$ cat src/rtl/wta_pkg.sv
// Shared types and helpers for the WTA gamma-cycle controller and its pipeline stages.
package wta_pkg;

    typedef enum logic [1:0] {
        IDLE = 2'd0,
        CLR  = 2'd1,
        RUN  = 2'd2
    } gamma_state_t;

    localparam int WTA_MAX_INPUTS = 256;
    localparam int WTA_IDX_MAX_W  = 8;

    typedef struct packed {
        logic                     found;
        logic [WTA_IDX_MAX_W-1:0] idx;
    } lsb_t;

    // Never returns 0 so that a 1-bit index port stays legal for tiny configurations.
    function automatic int clog2_safe(input int n);
        return (n <= 2) ? 1 : $clog2(n);
    endfunction

    function automatic lsb_t lowest_set_idx(input logic [WTA_MAX_INPUTS-1:0] vec);
        lsb_t r;
        r.found = 1'b0;
        r.idx   = '0;
        for (int i = WTA_MAX_INPUTS - 1; i >= 0; i--) begin
            if (vec[i]) begin
                r.found = 1'b1;
                r.idx   = WTA_IDX_MAX_W'(i);
            end
        end
        return r;
    endfunction

endpackage

$ cat src/rtl/wta_result_reg.sv
// One-entry valid/ready holding register; a load that finds the entry still held is
// dropped and recorded in a sticky overflow flag.
module wta_result_reg #(
    parameter int DATA_W = 8
) (
    input  logic              aclk,
    input  logic              rst,
    input  logic              load,
    input  logic [DATA_W-1:0] load_data,
    output logic              valid,
    input  logic              ready,
    output logic [DATA_W-1:0] data,
    output logic              overflow
);

    logic accept;

    assign accept = load && (!valid || ready);

    always_ff @(posedge aclk or posedge rst) begin
        if (rst) begin
            valid    <= 1'b0;
            data     <= '0;
            overflow <= 1'b0;
        end else begin
            if (accept) begin
                valid <= 1'b1;
                data  <= load_data;
            end else if (ready) begin
                valid <= 1'b0;
            end
            if (load && valid && !ready) begin
                overflow <= 1'b1;
            end
        end
    end

endmodule

$ cat src/rtl/wta_gamma_ctrl.sv
// Gamma-cycle sequencer for the WTA column: admission window, first-winner capture, result port.
// Optional winner timestamp output res_time is enabled by defining WTA_GAMMA_TIME_EN.
//
// state | meaning
// IDLE  | no gamma cycle in progress, WTA inputs gated off
// CLR   | one-clock WTA clear, counter and winner latch reset
// RUN   | gamma cycle in progress, counter advancing
module wta_gamma_ctrl
    import wta_pkg::*;
#(
    parameter  int GAMMA_CYCLE_WIDTH = 16,
    parameter  int PULSE_WIDTH       = 8,
    parameter  int NUM_INPUTS        = 16,
    localparam int IDX_W             = clog2_safe(NUM_INPUTS)
) (
    input  logic                  aclk,
    input  logic                  rst,
    input  logic                  run,
    input  logic [NUM_INPUTS-1:0] input_spikes,
    output logic [NUM_INPUTS-1:0] wta_in,
    input  logic [NUM_INPUTS-1:0] wta_out,
    output logic                  gamma_clr,
    output logic                  res_valid,
    input  logic                  res_ready,
    output logic [IDX_W-1:0]      res_idx,
    output logic                  res_none,
    output logic                  overflow,
`ifdef WTA_GAMMA_TIME_EN
    output logic [GAMMA_CYCLE_WIDTH-1:0] res_time,
`endif
    output logic                  busy
);

    localparam logic [GAMMA_CYCLE_WIDTH-1:0] LAST    = GAMMA_CYCLE_WIDTH'(GAMMA_CYCLE_WIDTH - 1);
    localparam logic [GAMMA_CYCLE_WIDTH-1:0] WIN_END = GAMMA_CYCLE_WIDTH'(GAMMA_CYCLE_WIDTH - PULSE_WIDTH);
`ifdef WTA_GAMMA_TIME_EN
    localparam int DATA_W = 1 + IDX_W + GAMMA_CYCLE_WIDTH;
`else
    localparam int DATA_W = 1 + IDX_W;
`endif

    gamma_state_t                 state, state_nxt;
    logic [GAMMA_CYCLE_WIDTH-1:0] cnt;
    logic                         win_en, publish;
    logic                         win_found;
    logic [IDX_W-1:0]             win_idx;
    lsb_t                         hit;
    logic [DATA_W-1:0]            cand_data, res_data;

    always_ff @(posedge aclk or posedge rst) begin
        if (rst) state <= IDLE;
        else     state <= state_nxt;
    end

    // A cycle always runs to its last count; run is only consulted at the boundary.
    always_comb begin
        state_nxt = state;
        case (state)
            IDLE:    if (run) state_nxt = CLR;
            CLR:     state_nxt = RUN;
            RUN:     if (cnt == LAST) state_nxt = run ? CLR : IDLE;
            default: state_nxt = IDLE;
        endcase
    end

    always_comb begin
        gamma_clr = 1'b0;
        busy      = 1'b0;
        win_en    = 1'b0;
        publish   = 1'b0;
        case (state)
            CLR: begin
                gamma_clr = 1'b1;
                busy      = 1'b1;
            end
            RUN: begin
                busy    = 1'b1;
                win_en  = (cnt < WIN_END);
                publish = (cnt == LAST);
            end
            default: ;
        endcase
    end

    assign wta_in = win_en ? input_spikes : '0;

    always_ff @(posedge aclk or posedge rst) begin
        if (rst)                                  cnt <= '0;
        else if (state == RUN && cnt != LAST)     cnt <= cnt + 1'b1;
        else                                      cnt <= '0;
    end

    assign hit = lowest_set_idx(WTA_MAX_INPUTS'(wta_out));

    always_ff @(posedge aclk or posedge rst) begin
        if (rst) begin
            win_found <= 1'b0;
            win_idx   <= '0;
        end else if (state == CLR) begin
            win_found <= 1'b0;
            win_idx   <= '0;
        end else if (state == RUN && !win_found && hit.found) begin
            win_found <= 1'b1;
            win_idx   <= IDX_W'(hit.idx);
        end
    end

`ifdef WTA_GAMMA_TIME_EN
    logic [GAMMA_CYCLE_WIDTH-1:0] win_time;

    always_ff @(posedge aclk or posedge rst) begin
        if (rst)                                              win_time <= '0;
        else if (state == CLR)                                win_time <= '0;
        else if (state == RUN && !win_found && hit.found)     win_time <= cnt;
    end

    assign cand_data = {~win_found, (win_found ? win_idx : '0), (win_found ? win_time : '0)};
    assign {res_none, res_idx, res_time} = res_data;
`else
    assign cand_data = {~win_found, (win_found ? win_idx : '0)};
    assign {res_none, res_idx} = res_data;
`endif

    wta_result_reg #(
        .DATA_W (DATA_W)
    ) u_result (
        .aclk      (aclk),
        .rst       (rst),
        .load      (publish),
        .load_data (cand_data),
        .valid     (res_valid),
        .ready     (res_ready),
        .data      (res_data),
        .overflow  (overflow)
    );

endmodule

$ cat config.mk
export PLATFORM = sky130hd
export DESIGN_NAME = wta_gamma_ctrl
export DESIGN_NICKNAME = d
export VERILOG_FILES = /design/src/rtl/wta_pkg.sv /design/src/rtl/wta_result_reg.sv /design/src/rtl/wta_gamma_ctrl.sv
export SDC_FILE = /design/constraint.sdc
export NUM_CORES = 1
export LEC_CHECK = 0
export CORE_UTILIZATION = 45
export DETAILED_ROUTE_END_ITERATION = 7
export PLACE_DENSITY = 0.79
export SYNTH_ARGS = -nofsm -noshare
export SYNTH_HDL_FRONTEND = slang
export SYNTH_HIERARCHICAL = 1
export SYNTH_SLANG_ARGS = --single-unit
$ cat constraint.sdc
create_clock -name aclk -period 3.2 [get_ports aclk]
set_input_delay 0.64 -clock aclk [delete_from_list [all_inputs] [get_ports aclk]]
set_output_delay 0.64 -clock aclk [all_outputs]
set_load 0.02 [all_outputs]
==> results.json <==
{
  "status": "complete, no violations",
  "worst_hold_path_type": "register to register",
  "gr-usage-met2": 0.331,
  "clock.fmax_mhz": 320,
  "synthMuxAreaShare": 0.0539,
  "syn-num-nets": 229,
  "grt_pass1_wl_um": 6470,
  "cp.arrival_ps": 2490,
  "whs_ps": 481,
  "cts_buffers": 5,
  "period_needed_ps": 3130,
  "timing.rr.start": "cnt[5]",
  "n_fill_cell": 299,
  "place_ws_ps": 347,
  "post_synth_and_or_nand_nor_area_fraction": 0.296,
  "cts_setup_buffers": 0,
  "final-setup-viol-count": 0,
  "grtUsageMet3": 0.0625,
  "via_per_inst": 5.29,
  "synth_area_leaders": "dfrtp_1 41%, and2_1 7.9%, mux2_4 4.1%",
  "clkSlewWorstSetupHoldPaths_ps": 70,
  "area_growth_pct": 44.4,
  "use_met1": 0.238,
  "dieWidth_um": 65.4,
  "num_antenna_cells": 0,
  "synth_compound_area_frac": 0.124,
  "vias": 1608,
  "synth_top_family_by_area": "simple AND/OR/NAND/NOR gates",
  "tightest_slew_ps": 891,
  "synthAdderAreaFrac": 0.0346,
  "synth_seq_area_share": 0.415,
  "die_h_um": 65.4,
  "grt_pass1_vias": 1492,
  "clk_path_buf_depth": 2,
  "core-area_mm2": 0.00377,
  "startpoint": "cnt[5]",
  "start_util": 0.480,
  "cts_htree_levels": 2,
  "drv_slew": 0,
  "power_density_mw_per_mm2": 496,
  "antenna_left": 0,
  "ys_ff_latch": 30,
  "gp_congestion": 0.828,
  "dr.pass1.iters": 4,
  "ys.flop_type": "dfrtp_1",
  "power.leakage_nw": 1.23,
  "async_flop_share": 1.00,
  "die_area_mm2": 0.00428,
  "grt_overflow_total": 0,
  "synthCells": 188,
  "max_slew_margin": 0.405,
  "hold_viol": 0,
  "ys_warn_count": 6,
  "synthXorXnorAreaFrac": 0.0435,
  "final_nets": 296,
  "wl_per_cell_um": 13.0,
  "wl_um": 3950,
  "setup_ws_ps": 72.0,
  "peakVddDrop_uv": 470,
  "synth_area_per_cell_um2": 9.63,
  "holdCritStartpoint": "u_result/overflow",
  "cp.required_ps": 2560,
  "critPathLaunchType": "register",
  "rows": 22,
  "cts-root-buf": "clkbuf_8",
  "final.setup_skew_ps": 6.29,
  "antenna_found_initial": 0,
  "synth_edf_count": 0,
  "top_usage_layer": "met2",
  "drive_above_1_share": 0.0938,
  "drtIter0Drc": 51,
  "clk_latency_ps": 280,
  "critical_path_class": "register to output port",
  "port_buffers": 60,
  "dp_hpwl_um": 3120,
  "grt_max_degree": 24,
  "ys_types": 40,
  "cts_sinks": 30,
  "grt_usage": 0.200,
  "critPathCaptureType": "output port",
  "synth_top_cell_area_share": 0.415,
  "tritoncts": "built",
  "final.period_utilization": 0.977,
  "ios": 61,
  "maxCapViolations": 0,
  "synth_area_mm2": 0.00181,
  "drc": 0,
  "synth_top_area_cell": "dfrtp_1",
  "worstPathMaxFanout": 16
}
through the flow:
stage | power (mW) | cell area [µm²] | instances | setup TNS (ps) | util
6_report | 1.30 | 2620 | 304 | 0 | 0.693
5_1_grt | 1.37 | 2620 | 304 | -0.0395 | 0.693
4_1_cts | 1.31 | 2590 | 304 | 0 | 0.687
3_5_place_dp | 0.932 | 2480 | 296 | 0 | 0.657
3_3_place_gp | 0.926 | 2480 | 296 | 0 | 0.657
2_1_floorplan | 0.727 | 1810 | 188 | 0 | -
critical path: stages (launching register included):
cell and delay (ps):
dfrtp_1 420, or4_4 590, nor4_2 270, buf_4 200, and2_1 130, clkdlybuf4s50_1 590
state kept, by name (all words and copies together) (netlist names):
register and flops:
u_result/valid 1, win_idx 4, u_result/data 5, cnt 16, u_result/overflow 1, state 2, win_found 1
cells in the mapped netlist, types with 2 or more instances:
cell	instances
nor3_1	2
nand3_1	6
and2_1	23
or4_1	5
nand4_1	4
o31ai_1	6
and4_1	2
o21ai_0	4
dfrtp_1	30
nand3b_1	2
nand2b_1	4
xor2_1	6
mux2_4	5
a21oi_1	12
xnor2_1	3
ha_1	5
nor4_1	5
or3_1	3
or4_4	2
nor3b_1	2
nand2_1	9
inv_1	14
nor2_1	17
layer usage:
metal  vias up  routed length (µm)
li1        802                   -
met1       718                1750
met2        82                1770
met3         6                 369
met4         0                  61
met5         -                   0
timing repair:
item,4_1_cts,5_1_grt
endpoints found under the hold margin,0,0
setup endpoints to repair,0,16
resized for setup,0,9
hold buffers,0,0
cells by family after synthesis:
logic type               after synthesis
flip-flops                            30
AO/OA/AOI/OAI                         31
AND/OR/NAND/NOR                       90
buffers and inverters                 16
multiplexers                           7
adder cells (fa/ha/maj)                5
XOR/XNOR                               9
power breakdown:
group	internal (mW)	leakage, nW	switching (mW)
logic	0.236	0.766	0.237
clock network	0.231	0.0504	0.146
registers	0.412	0.414	0.0330
total	0.880	1.23	0.416
cells in the final DEF, fill, tap and decap left out, types with 5 or more instances in the layout:
cell type	count
inv_1	14
o31ai_1	6
nand2_1	9
dlymetal6s2s_1	8
nand3_1	6
nor4_1	5
clkdlybuf4s50_1	52
nor2_1	17
xor2_1	6
dfrtp_1	30
and2_1	23
a21oi_1	12
clkbuf_8	5
mux2_4	5
ha_1	5
final timing paths:
path                       slack, ps  cells past startpoint                 to
min in group asynchronous        610                      2   u_result/data[1]
hold / removal                   480                      1  u_result/overflow
setup / recovery                  70                      5          wta_in[1]
hold reg to reg                  480                      1  u_result/overflow
setup reg to reg                 980                      5   u_result/data[3]
max in group asynchronous       1780                      2             cnt[0]
final cells by class:
cell class | instances | area, µm² | area share
Sequential cell | 30 | 751 | 0.287
Multi-Input combinational cell | 142 | 1000 | 0.383
Clock buffer | 5 | 68.8 | 0.0263
Timing Repair Buffer | 62 | 636 | 0.243
Clock inverter | 3 | 45.0 | 0.0172
Inverter | 14 | 52.6 | 0.0201
Tap cell | 48 | 60.1 | 0.0230
Power figures use the tool's default switching activity.
